File: config.mk
export PLATFORM = sky130hd
export DESIGN_NAME = mmreg_bank
export DESIGN_NICKNAME = d
export VERILOG_FILES = /design/src/rtl/mmreg_bank.sv
export SDC_FILE = /design/constraint.sdc
export NUM_CORES = 1
export LEC_CHECK = 0
export BUFFER_PORTS_ARGS = -buffer_cell sky130_fd_sc_hd__buf_2
export CAP_MARGIN = 40
export CORE_AREA = 4 4 636 638
export DETAILED_ROUTE_END_ITERATION = 16
export DIE_AREA = 0 0 640 642
export PLACE_DENSITY = 0.3
export SLEW_MARGIN = 10
export SYNTH_ARGS = -nofsm -noshare
export SYNTH_HDL_FRONTEND = slang
export SYNTH_SLANG_ARGS = --single-unit
File: constraint.sdc
create_clock -name clk -period 5.6 [get_ports clk]
set_input_delay 0 -clock clk [delete_from_list [all_inputs] [get_ports clk]]
set_output_delay 0 -clock clk [all_outputs]
set_load 0.02 [all_outputs]
File: src/rtl/mmreg_bank.sv
// Parametrised memory-mapped register bank with RW / RO / W1C registers, ack handshake and irq.
// Define MMREG_BANK_ERR_EN to add the reg_err port (out-of-range access and RO-write reporting).
module mmreg_bank #(
  parameter int unsigned         REG_DW   = 32,
  parameter int unsigned         REG_AW   = 8,
  parameter int unsigned         NUM_REGS = 16,
  parameter logic [NUM_REGS-1:0] RO_MASK  = '0,
  parameter logic [NUM_REGS-1:0] W1C_MASK = '0
) (
  input  logic                       clk,
  input  logic                       rst,
  input  logic                       reg_req,
  input  logic                       reg_wr,
  input  logic [REG_AW-1:0]          reg_addr,
  input  logic [REG_DW-1:0]          reg_wdata,
  output logic [REG_DW-1:0]          reg_rdata,
  output logic                       reg_ack,
`ifdef MMREG_BANK_ERR_EN
  output logic                       reg_err,
`endif
  input  logic [NUM_REGS*REG_DW-1:0] ro_in,
  input  logic [NUM_REGS*REG_DW-1:0] hw_set,
  output logic [NUM_REGS*REG_DW-1:0] reg_q,
  output logic                       irq
);

  typedef enum logic [1:0] {IDLE, ACK, WAIT} state_t;

  state_t              state, state_nxt;
  logic                accept_c;
  logic                in_range_c;
  logic                ro_hit_c;
  logic                irq_c;
  logic [REG_DW-1:0]   rd_val_c;
  logic [NUM_REGS-1:0] wr_sel_c;
  logic [REG_DW-1:0]   regs [NUM_REGS];

  // State register
  always_ff @(posedge clk) begin
    if (rst) state <= IDLE;
    else     state <= state_nxt;
  end

  // Next-state logic; WAIT blocks a held request from being accepted twice
  always_comb begin
    state_nxt = state;
    case (state)
      IDLE:    if (reg_req) state_nxt = ACK;
      ACK:     state_nxt = reg_req ? WAIT : IDLE;
      WAIT:    if (!reg_req) state_nxt = IDLE;
      default: state_nxt = IDLE;
    endcase
  end

  // FSM output decode
  always_comb begin
    accept_c = 1'b0;
    if (state == IDLE && reg_req) accept_c = 1'b1;
  end

  // Address decode and read mux
  always_comb begin
    in_range_c = 32'(reg_addr) < NUM_REGS;
    ro_hit_c   = 1'b0;
    rd_val_c   = '0;
    wr_sel_c   = '0;
    for (int i = 0; i < int'(NUM_REGS); i++) begin
      if (32'(reg_addr) == 32'(i)) begin
        wr_sel_c[i] = accept_c && reg_wr;
        if (RO_MASK[i]) begin
          ro_hit_c = 1'b1;
          rd_val_c = ro_in[i*REG_DW +: REG_DW];
        end else begin
          rd_val_c = regs[i];
        end
      end
    end
  end

  // Register storage; W1C bits absorb hw_set every cycle and a set beats a same-edge clear
  always_ff @(posedge clk) begin
    if (rst) begin
      for (int i = 0; i < int'(NUM_REGS); i++) regs[i] <= '0;
    end else begin
      for (int i = 0; i < int'(NUM_REGS); i++) begin
        if (RO_MASK[i])
          regs[i] <= '0;
        else if (W1C_MASK[i])
          regs[i] <= (regs[i] & ~(wr_sel_c[i] ? reg_wdata : '0)) | hw_set[i*REG_DW +: REG_DW];
        else if (wr_sel_c[i])
          regs[i] <= reg_wdata;
      end
    end
  end

  // Register contents export and interrupt source
  always_comb begin
    reg_q = '0;
    irq_c = 1'b0;
    for (int i = 0; i < int'(NUM_REGS); i++) begin
      reg_q[i*REG_DW +: REG_DW] = regs[i];
      if (W1C_MASK[i]) irq_c = irq_c | (|regs[i]);
    end
  end

  // Bus response and interrupt registers
  always_ff @(posedge clk) begin
    if (rst) begin
      reg_ack   <= 1'b0;
      reg_rdata <= '0;
      irq       <= 1'b0;
    end else begin
      reg_ack <= accept_c;
      irq     <= irq_c;
      if (accept_c && !reg_wr) reg_rdata <= rd_val_c;
    end
  end

  logic unused_ok;
`ifdef MMREG_BANK_ERR_EN
  always_ff @(posedge clk) begin
    if (rst) reg_err <= 1'b0;
    else     reg_err <= accept_c && (!in_range_c || (reg_wr && ro_hit_c));
  end
  assign unused_ok = ^{hw_set, ro_in};
`else
  assign unused_ok = ^{hw_set, ro_in, in_range_c, ro_hit_c};
`endif

endmodule

==> impl_metrics.csv, run 1 <==
group,metric,value,unit
outcome,run_status,"finished clean",
synth,number_of_synthesized_flops_with_an_enable_pin,512,
clock_tree,numClockSinks,547,
global_routing,global_route.overflow_total,0,
layout,nets,3585,
global_routing,first_pass_grt_wire_length,238,mm
sta,max_slew.worst_pin.slew,1.07,ns
detailed_routing,routed-via-count,19272,
sta,report.final.hold_viol_count,0,
clock_tree,cts.clk_slew.worst_paths,0.07,ns
synth,yosys_most_used_dff,"sky130_fd_sc_hd__edfxtp_1",
place,post_detail_place_hpwl,154,mm
worst_setup_path,timing.reg2reg.setup_slack,2.17,ns
synth,netlist_instances,1833,
floorplanning,row_count,232,
clock_tree,cts_buffers,83,
run,maxCapViolations,0,
global_routing,grt_antenna_before_repair,57,
clock_tree,ctsResizeCount,0,
synth,ys_types,65,
floorplanning,die-width,640,um
detailed_routing,first_iter_violations,1821,
synth,syn_avg_cell_area,12.8,sq um
worst_setup_path,register_to_register_path_depth,6,
worst_setup_path,critical_path_arrival,3.85,ns
layout,layout-drive-gt1-share,0.375,
layout,layout_commonest_cell,"sky130_fd_sc_hd__buf_2",
worst_setup_path,r2r-end,"regs[0][232]",
detailed_routing,dr.pass1.iters,5,
sta,period_needed,3.43,ns
layout,final_core_utilization,0.0924,
synth,mappedNetlistArea,23500,sq um
worst_setup_path,crit_start_category,"register",
power,powerDensity,313,nW/um^2
min_path,worstHoldEndpoint,"regs[0][89]",
worst_setup_path,end_kind,"register",
worst_setup_path,worst_r2r_startpoint,"state[1]",
place,place.detailed.instances,7661,
place,placed_area,33800,sq um
synth,yosys_register_bits,547,
place,place_congestion,0.800,
sta,setup_tns,0,ns
sta,slew_violations,0,
synth,synth-async-reset-ratio,0,
sta,worst_clock_skew,0.0460,ns
layout,area_growth_from_synthesis_to_layout,56.6,%
global_routing,maximum_number_of_pins_on_one_net_before_global_route_repair,61,
power,leakagePower,12.6,nW
sta,maximum_operating_frequency,0.292,GHz
clock_tree,clock_insertion_delay_worst_skew,0.79,ns
worst_setup_path,worst-path-max-fanout,33,
sta,grt_setup_unrepaired,"no",
floorplanning,chipHeight,642,um
detailed_routing,drt_drc_violations_left,0,
global_routing,overall_track_demand_over_capacity_in_global_routing,0.0904,
clock_tree,htreeDepth,3,
layout,layout.cell_area.non_filler,36800,sq um
floorplanning,core,399000,sq um
power,maximum_resistive_drop_on_vdd,0.184,mV
detailed_routing,via_per_inst,2.45,
synth,ys_seq_area_frac,0.684,
sta,setup_violating_endpoint_count_in_the_final_report,0,
detailed_routing,wl_per_cell,24.5,um
layout,most-common-layout-cells,"sky130_fd_sc_hd__buf_2, sky130_fd_sc_hd__edfxtp_1, sky130_fd_sc_hd__nor2_1, sky130_fd_sc_hd__buf_4, sky130_fd_sc_hd__o21ai_0",
synth,yosysWarningCount,0,
layout,layout.filler_cells,45912,
global_routing,first_global_vias,19436,
detailed_routing,totalWireLength,192,mm
detailed_routing,drt.antenna.violating_nets,0,
clock_tree,cts.root.buffer_cell,"sky130_fd_sc_hd__clkbuf_16",
floorplanning,top_level_ports,1614,
sta,final_min_period_over_clock_period,0.612,
clock_tree,clock_tree_from_tritoncts,"built",
sta,relative_slew_slack,0.285,
layout,layoutNonFillerInstCount,7868,
min_path,holdCritStartpoint,"reg_wdata[25]",
min_path,min-delay-path-class,"in2reg",
floorplanning,fp.dieArea,411000,sq um
worst_setup_path,critPathKind,"reg2reg",
min_path,cell_count_of_the_worst_hold_path,3,
synth,synthesized_net_count,2901,
floorplanning,floorplan.initialDensity,0.0590,
place,numPortBuffers,588,
clock_tree,clk_path_buf_depth,4,
worst_setup_path,cp.required,6.03,ns
## report_power, final
part | internal [mW] | switching [mW]
registers | 4.69 | 0.178
clock network | 2.94 | 2.24
logic | 0.368 | 1.11
total | 8.00 | 3.52
## cell families after synthesis
logic type,count (synthesis),share of synthesized area
AOI/OAI and AO/OA,379,0.106
xor gates and xnor gates,1,0.000373
buffers and inverters,209,0.0368
DFF,547,0.684
muxes,146,0.0752
other,1,0.000160
and+or+nand+nor,550,0.0980
## metal layers
layer  wire length (um)  up-vias  global-route usage
met5                 13        -                   0
met4               6180        2              0.0281
met3              18400      158              0.0318
met2              87200      940               0.144
met1              80700     9954               0.113
li1                   -     8218                   -
## worst max path at each step
stage                      startpoint            to  slack, ns
final                        state[1]  regs[0][232]       2.17
after global routing         state[1]  regs[0][152]       1.96
after CTS                    state[1]  regs[0][157]       2.09
after detailed placement  reg_addr[2]  regs[0][232]       1.94
after global placement    reg_addr[0]  regs[0][176]       1.83
after floorplan           reg_addr[5]  regs[1][100]       1.68
## area by class of cell
type | instances | area (sq um) | share of cell area
multi-input cells | 1077 | 6760 | 0.184
well taps | 5265 | 6590 | 0.179
clock buffers | 105 | 2250 | 0.0611
repair buffers | 760 | 4590 | 0.125
flip-flops and latches | 547 | 16100 | 0.437
diodes | 24 | 60.1 | 0.00163
inverters | 48 | 183 | 0.00496
clock inverters | 42 | 305 | 0.00829
## state kept, by name, summed over array words and instances, names as in the netlist
signal,count
reg_ack,1
reg_rdata,32
state,2
regs,512
## what timing repair did
action                     in CTS  in global routing
hold endpoints to repair      406                  0
setup endpoints to repair       0                  0
hold buffers                   36                  0
buffers inserted                0                  0
## worst max-delay path, cell delays in order (launching register included)
cell and delay (ns):
sky130_fd_sc_hd__dfxtp_1 0.36, sky130_fd_sc_hd__nor2_1 0.25, sky130_fd_sc_hd__nand3_1 0.43, sky130_fd_sc_hd__or3_2 0.60, sky130_fd_sc_hd__buf_4 0.34, sky130_fd_sc_hd__nand2_2 0.61
sky130_fd_sc_hd__buf_4 0.46
## Yosys cell counts (9+ instances only)
library cell / number / share of area
sky130_fd_sc_hd__edfxtp_1: 512 / 0.65
sky130_fd_sc_hd__dfxtp_1: 35 / 0.030
sky130_fd_sc_hd__o211ai_1: 27 / 0.0086
sky130_fd_sc_hd__clkbuf_1: 109 / 0.017
sky130_fd_sc_hd__o22ai_1: 36 / 0.0096
sky130_fd_sc_hd__nand2_1: 87 / 0.014
sky130_fd_sc_hd__mux4_2: 19 / 0.018
sky130_fd_sc_hd__a22oi_1: 32 / 0.010
sky130_fd_sc_hd__a21boi_0: 11 / 0.0035
sky130_fd_sc_hd__buf_2: 36 / 0.0077
sky130_fd_sc_hd__o21ai_0: 88 / 0.019
sky130_fd_sc_hd__a21oi_1: 84 / 0.018
sky130_fd_sc_hd__mux2i_1: 73 / 0.031
sky130_fd_sc_hd__buf_1: 9 / 0.0014
sky130_fd_sc_hd__inv_1: 46 / 0.0073
sky130_fd_sc_hd__a221oi_1: 19 / 0.0071
sky130_fd_sc_hd__mux2_2: 54 / 0.026
sky130_fd_sc_hd__nor2_1: 381 / 0.061
sky130_fd_sc_hd__nand3b_1: 9 / 0.0029
sky130_fd_sc_hd__o22a_1: 12 / 0.0045
sky130_fd_sc_hd__nor3_1: 13 / 0.0028
sky130_fd_sc_hd__o221ai_1: 27 / 0.010
sky130_fd_sc_hd__nor3b_1: 13 / 0.0042
## per-stage QoR
step	hold WS, ns	setup slack [ns]	power (mW)
2_1_floorplan	0.146	1.68	5.51
3_3_place_gp	0.331	1.83	6.44
3_5_place_dp	0.346	1.94	6.46
4_1_cts	0.0106	2.09	11.8
5_1_grt	0.135	1.96	12.0
6_report	0.180	2.17	11.5
No activity file was read; power rests on OpenSTA's default activity.
==> run 2: changes to the inputs <==
==> constraint.sdc (replaced) <==
create_clock -name clk -period 3.32 [get_ports clk]
set_input_delay 0 -clock clk [delete_from_list [all_inputs] [get_ports clk]]
set_output_delay 0 -clock clk [all_outputs]
set_load 0.02 [all_outputs]
==> run 2 against run 1 <==
  * Count of clock-buffer cells in the layout grew 2
  * Design area is 1.3% higher
  * Combinational power grew 75%
  * Global-route usage hardly changed
  * Sequential power rose by 69%
  * Flip-flop and latch count did not move
  * Critical path type is now in2reg
  * Critical endpoint is now reg_rdata[23]
  * Largest power group unchanged
==> impl_metrics.csv, run 2 (synthesized netlist as in run 1, its figures left out) <==
group,metric,value,unit
outcome,run_status,"finished clean",
sta,grt_setup_unrepaired,"no",
detailed_routing,drt.antenna.violating_nets,0,
floorplanning,top_level_ports,1614,
floorplanning,floorplan.initialDensity,0.0590,
power,powerDensity,513,nW/um^2
power,maximum_resistive_drop_on_vdd,0.301,mV
sta,report.final.hold_viol_count,0,
sta,setup_violating_endpoint_count_in_the_final_report,0,
worst_setup_path,critical-path-top-cell-by-count,"sky130_fd_sc_hd__buf_4",
worst_setup_path,crit_start_category,"input port",
clock_tree,numClockSinks,547,
sta,period_needed,3.09,ns
worst_setup_path,timing.critical_path.cells,"dlygate4sd3_1, buf_2, nor4_2, buf_4, nand2_2, buf_12, a211oi_1, buf_4, o21ai_0, buf_4, a311oi_1, dlygate4sd3_1",
power,leakagePower,12.8,nW
floorplanning,chipHeight,642,um
place,post_detail_place_hpwl,155,mm
layout,largest_register_ffs,512,
clock_tree,cts.root.buffer_cell,"sky130_fd_sc_hd__clkbuf_16",
worst_setup_path,critPathKind,"in2reg",
floorplanning,die-width,640,um
clock_tree,clock_insertion_delay_worst_skew,0.78,ns
worst_setup_path,worst-path-max-fanout,27,
place,dp_slack,0.494,ns
global_routing,first_global_vias,19730,
layout,most-common-layout-cells,"sky130_fd_sc_hd__buf_2, sky130_fd_sc_hd__edfxtp_1, sky130_fd_sc_hd__nor2_1, sky130_fd_sc_hd__buf_4, sky130_fd_sc_hd__o21ai_0",
place,placed_area,34400,sq um
place,place.detailed.instances,7734,
detailed_routing,first_iter_violations,1460,
sta,maximum_operating_frequency,0.324,GHz
sta,max_slew.worst_pin.slew,0.884,ns
global_routing,global_route.overflow_total,0,
power,fin_total_pwr,19.1,mW
floorplanning,row_count,232,
worst_setup_path,crit_path_top_delay_cell,"sky130_fd_sc_hd__a211oi_1",
detailed_routing,wl_per_cell,24.2,um
detailed_routing,dr.pass1.iters,5,
layout,layout-drive-gt1-share,0.385,
worst_setup_path,cp.required,4.02,ns
clock_tree,clk_path_buf_depth,4,
place,place_congestion,0.789,
min_path,min-delay-path-class,"in2reg",
clock_tree,postCtsHoldBufs,39,
global_routing,first_pass_grt_wire_length,238,mm
layout,nets,3660,
sta,finalWorstSetupSlack,0.234,ns
run,maxCapViolations,0,
layout,layoutNonFillerInstCount,7943,
clock_tree,ctsResizeCount,0,
sta,worst_clock_skew,0.0530,ns
global_routing,grt_antenna_before_repair,56,
detailed_routing,totalWireLength,192,mm
global_routing,maximum_number_of_pins_on_one_net_before_global_route_repair,41,
worst_setup_path,crit_path_max_incr_delay,0.69,ns
sta,setup_tns,0,ns
clock_tree,cts.clk_slew.worst_paths,0.05,ns
sta,slew_violations,0,
floorplanning,core,399000,sq um
worst_setup_path,critical_path_arrival,3.78,ns
place,numPortBuffers,588,
layout,layout_commonest_cell,"sky130_fd_sc_hd__buf_2",
clock_tree,cts_buffers,81,
worst_setup_path,end_kind,"register",
clock_tree,clock_tree_from_tritoncts,"built",
clock_tree,postCtsSetupRepairBufs,0,
layout,area_growth_from_synthesis_to_layout,58.6,%
layout,layout.filler_cells,45990,
sta,relative_slew_slack,0.407,
sta,final_min_period_over_clock_period,0.929,
global_routing,overall_track_demand_over_capacity_in_global_routing,0.0902,
layout,regMostFlops,"regs",
detailed_routing,routed-via-count,19524,
floorplanning,fp.dieArea,411000,sq um
clock_tree,htreeDepth,3,
layout,layout.cell_area.non_filler,37300,sq um
detailed_routing,drt_drc_violations_left,0,
layout,top_regs,"regs (512), reg_rdata (32), state (2)",
detailed_routing,via_per_inst,2.46,
==> run 2: power breakdown <==
part	switching, mW	leakage (nW)	internal [mW]
sequential	0.295	5.42	7.91
combinational	1.89	6.23	0.677
clock	3.55	1.18	4.81
==> run 2: layout make-up <==
class                           count  area [sq um]  area share
Multi-Input combinational cell   1077          6710       0.180
Clock inverter                     33           268     0.00718
Timing Repair Buffer              837          5230       0.140
Tap cell                         5265          6590       0.177
Clock buffer                      107          2160      0.0580
Sequential cell                   547         16100       0.431
Inverter                           48           183     0.00490
Antenna cell                       29          72.6     0.00195
==> run 2: worst max-delay path: cells and delay by family <==
family | cells | cell delay [ns]
buffers and inverters | 7 | 2.22
AOI/OAI and AO/OA | 3 | 1.05
and+or+nand+nor | 2 | 0.43
==> run 2: worst paths after layout <==
check,start,end,slack [ns],depth (start not counted)
max reg2reg,regs[0][55],reg_rdata[23],0.45,8
min,reg_wdata[8],regs[1][8],0.1,3
min reg2reg,reg_rdata[10],reg_rdata[10],0.45,2
max,reg_addr[5],reg_rdata[23],0.23,12
==> run 2: through the flow <==
step                utilization  hold slack [ns]
finish                   0.0936           0.0964
global route             0.0934            0.130
CTS                      0.0933           0.0114
detailed placement       0.0863            0.341
global placement         0.0861            0.326
floorplan                     -            0.146
==> run 2: metal layers <==
layer  GRT usage  share of wire
met2       0.143           0.45
met1       0.115           0.43
met3      0.0276          0.080
met5           0              0
met4      0.0319          0.037
==> run 3: changes to the inputs <==
==> constraint.sdc (replaced) <==
create_clock -name clk -period 2.6 [get_ports clk]
set_input_delay 0 -clock clk [delete_from_list [all_inputs] [get_ports clk]]
set_output_delay 0 -clock clk [all_outputs]
set_load 0.02 [all_outputs]
==> run 3 against run 2 <==
  * Flip-flop and latch count did not move
  * Cell count rose by 0.52%
  * Non-clock buffer count grew 46
  * Via count up 1.0%
  * Utilization increased by 0.25 points
  * Clock power is 36% higher
  * Highest routed layer is now met5
  * Register-to-register slack worse by 0.29 ns
==> impl_metrics.csv, run 3 (synthesized netlist as in run 1, its figures left out) <==
group,metric,value,unit
sta,grt_setup_unrepaired,"no",
detailed_routing,drt_drc_violations_left,0,
sta,maximum_operating_frequency,0.411,GHz
detailed_routing,totalWireLength,190,mm
clock_tree,postCtsSetupRepairBufs,0,
detailed_routing,wl_per_cell,23.8,um
worst_setup_path,critical_path_arrival,2.88,ns
worst_setup_path,crit_start_category,"register",
place,numPortBuffers,588,
global_routing,maximum_number_of_pins_on_one_net_before_global_route_repair,45,
layout,area_growth_from_synthesis_to_layout,63.0,%
power,powerDensity,659,nW/um^2
global_routing,first_pass_grt_wire_length,237,mm
place,post_detail_place_hpwl,156,mm
floorplanning,row_count,232,
global_routing,global_route.usage.met1,0.115,
floorplanning,fp.dieArea,411000,sq um
floorplanning,top_level_ports,1614,
clock_tree,cts.clk_slew.worst_paths,0.06,ns
detailed_routing,via_per_inst,2.47,
clock_tree,cts_buffers,83,
sta,report.final.hold_viol_count,0,
detailed_routing,dr.pass1.iters,5,
global_routing,grt_use_met3,0.0288,
global_routing,global_route.overflow_total,0,
sta,period_needed,2.44,ns
worst_setup_path,timing.reg2reg.setup_slack,0.16,ns
place,place.detailed.instances,7794,
floorplanning,core,399000,sq um
min_path,min-delay-path-class,"in2reg",
global_routing,global_route.usage.met2,0.140,
power,seq_power_share,0.416,
layout,most-common-layout-cells,"sky130_fd_sc_hd__buf_2, sky130_fd_sc_hd__edfxtp_1, sky130_fd_sc_hd__nor2_1, sky130_fd_sc_hd__buf_4, sky130_fd_sc_hd__o21ai_0",
layout,top_regs,"regs (512), reg_rdata (32), state (2)",
global_routing,overall_track_demand_over_capacity_in_global_routing,0.0894,
floorplanning,floorplan.initialDensity,0.0590,
run,maxCapViolations,0,
layout,regMostFlops,"regs",
global_routing,first_global_vias,20159,
layout,layout-drive-gt1-share,0.406,
clock_tree,clock_insertion_delay_worst_skew,0.79,ns
sta,slew_violations,0,
sta,hold_slack,0.0829,ns
clock_tree,cts.root.buffer_cell,"sky130_fd_sc_hd__clkbuf_16",
global_routing,grt_antenna_before_repair,50,
power,total_switching_power,7.36,mW
detailed_routing,drt.antenna.violating_nets,0,
place,place_congestion,0.804,
sta,relative_slew_slack,0.272,
detailed_routing,routed-via-count,19729,
layout,largest_register_ffs,512,
sta,final_min_period_over_clock_period,0.937,
clock_tree,clock_tree_from_tritoncts,"built",
worst_setup_path,end_kind,"register",
power,maximum_resistive_drop_on_vdd,0.452,mV
power,power_frac_clock,0.453,
clock_tree,clk_path_buf_depth,4,
power,fraction_of_power_consumed_by_combinational_cells,0.131,
worst_setup_path,worst-path-max-fanout,19,
outcome,run_status,"finished clean",
sta,max_slew.worst_pin.slew,1.09,ns
power,power_switching_share,0.292,
power,leakagePower,13.3,nW
sta,setup_violating_endpoint_count_in_the_final_report,0,
layout,layoutNonFillerInstCount,7984,
layout,layout_commonest_cell,"sky130_fd_sc_hd__buf_2",
detailed_routing,first_iter_violations,1651,
floorplanning,chipHeight,642,um
layout,nets,3708,
floorplanning,die-width,640,um
clock_tree,numClockSinks,547,
sta,worst_clock_skew,0.0814,ns
worst_setup_path,critPathKind,"reg2reg",
worst_setup_path,cp.required,3.04,ns
clock_tree,htreeDepth,3,
global_routing,global_route.peak_usage_layer,"met2",
power,internal_power,17.9,mW
[run 3: cell types whose count changed in the layout (fill, tap and decap cells not counted), moves of 2 or more]
cell                            change
sky130_fd_sc_hd__bufinv_16          +6
sky130_fd_sc_hd__clkinv_2           +3
sky130_fd_sc_hd__clkbuf_16          +3
sky130_fd_sc_hd__clkinvlp_4         +4
sky130_fd_sc_hd__diode_2           -10
sky130_fd_sc_hd__clkbuf_1           -9
sky130_fd_sc_hd__dlygate4sd3_1     -13
sky130_fd_sc_hd__buf_4             +21
sky130_fd_sc_hd__buf_12            +38
sky130_fd_sc_hd__inv_8              -2
sky130_fd_sc_hd__clkbuf_8           -4
[run 3: what timing repair did]
action,4_1_cts,5_1_grt
pin swaps,0,0
setup endpoints to repair,18,62
gates resized for setup,1,2
endpoints found under the hold margin,229,0
hold buffers,26,0
[run 3: per-layer routing]
layer | up-vias | part of all wire | wire length [um]
met5 | - | 0.00021 | 39
met4 | 6 | 0.035 | 6620
met3 | 173 | 0.089 | 16900
met2 | 882 | 0.44 | 84000
met1 | 10191 | 0.43 | 82500
li1 | 8477 | - | -
[run 3: final cells by class]
type	instances	area, sq um
well taps	5265	6590
flip-flops and latches	547	16100
multi-input cells	1077	6720
fillers	45933	360000
inverters	48	183
clock buffers	98	2160
diodes	19	47.5
clock inverters	47	504
repair buffers	883	6020
[run 3: power groups by stage]
stage | Sequential, mW | Combinational (mW) | Clock, mW
2_1_floorplan | 11.1 | 0.807 | 0
3_3_place_gp | 10.7 | 3.39 | 0
3_5_place_dp | 10.7 | 3.39 | 0
4_1_cts | 10.5 | 3.43 | 11.9
5_1_grt | 10.5 | 3.50 | 12.1
6_report | 10.5 | 3.31 | 11.4
[run 3: worst paths after layout]
check                from            to  cells after the start
max reg2reg      state[1]  regs[0][120]                      8
min          reg_wdata[4]    regs[1][4]                      3
max              state[1]  regs[0][120]                      8
min reg2reg  reg_rdata[2]  reg_rdata[2]                      2
[run 3: worst max-delay path, cell delays in order, from the launching register on]
cell and delay [ns]:
sky130_fd_sc_hd__dfxtp_1 0.31, sky130_fd_sc_hd__buf_4 0.15, sky130_fd_sc_hd__nor2_1 0.25, sky130_fd_sc_hd__nand3_2 0.24, sky130_fd_sc_hd__nor2_2 0.28, sky130_fd_sc_hd__buf_4 0.17
sky130_fd_sc_hd__nand2_2 0.20, sky130_fd_sc_hd__nand2_2 0.26, sky130_fd_sc_hd__buf_12 0.21
[run 3: metrics by stage]
step                      setup TNS, ns  area, sq um  power (mW)  setup slack, ns  utilization
after global routing                  0        38300        26.2           0.0772       0.0960
final                                 0        38300        25.2            0.164       0.0961
after CTS                             0        38200        25.8           0.0404       0.0960
after floorplan                  -20.93        23500        11.9           -0.327            -
after detailed placement         -11.90        35300        14.1           -0.361       0.0886
after global placement           -16.69        35200        14.1           -0.373       0.0884
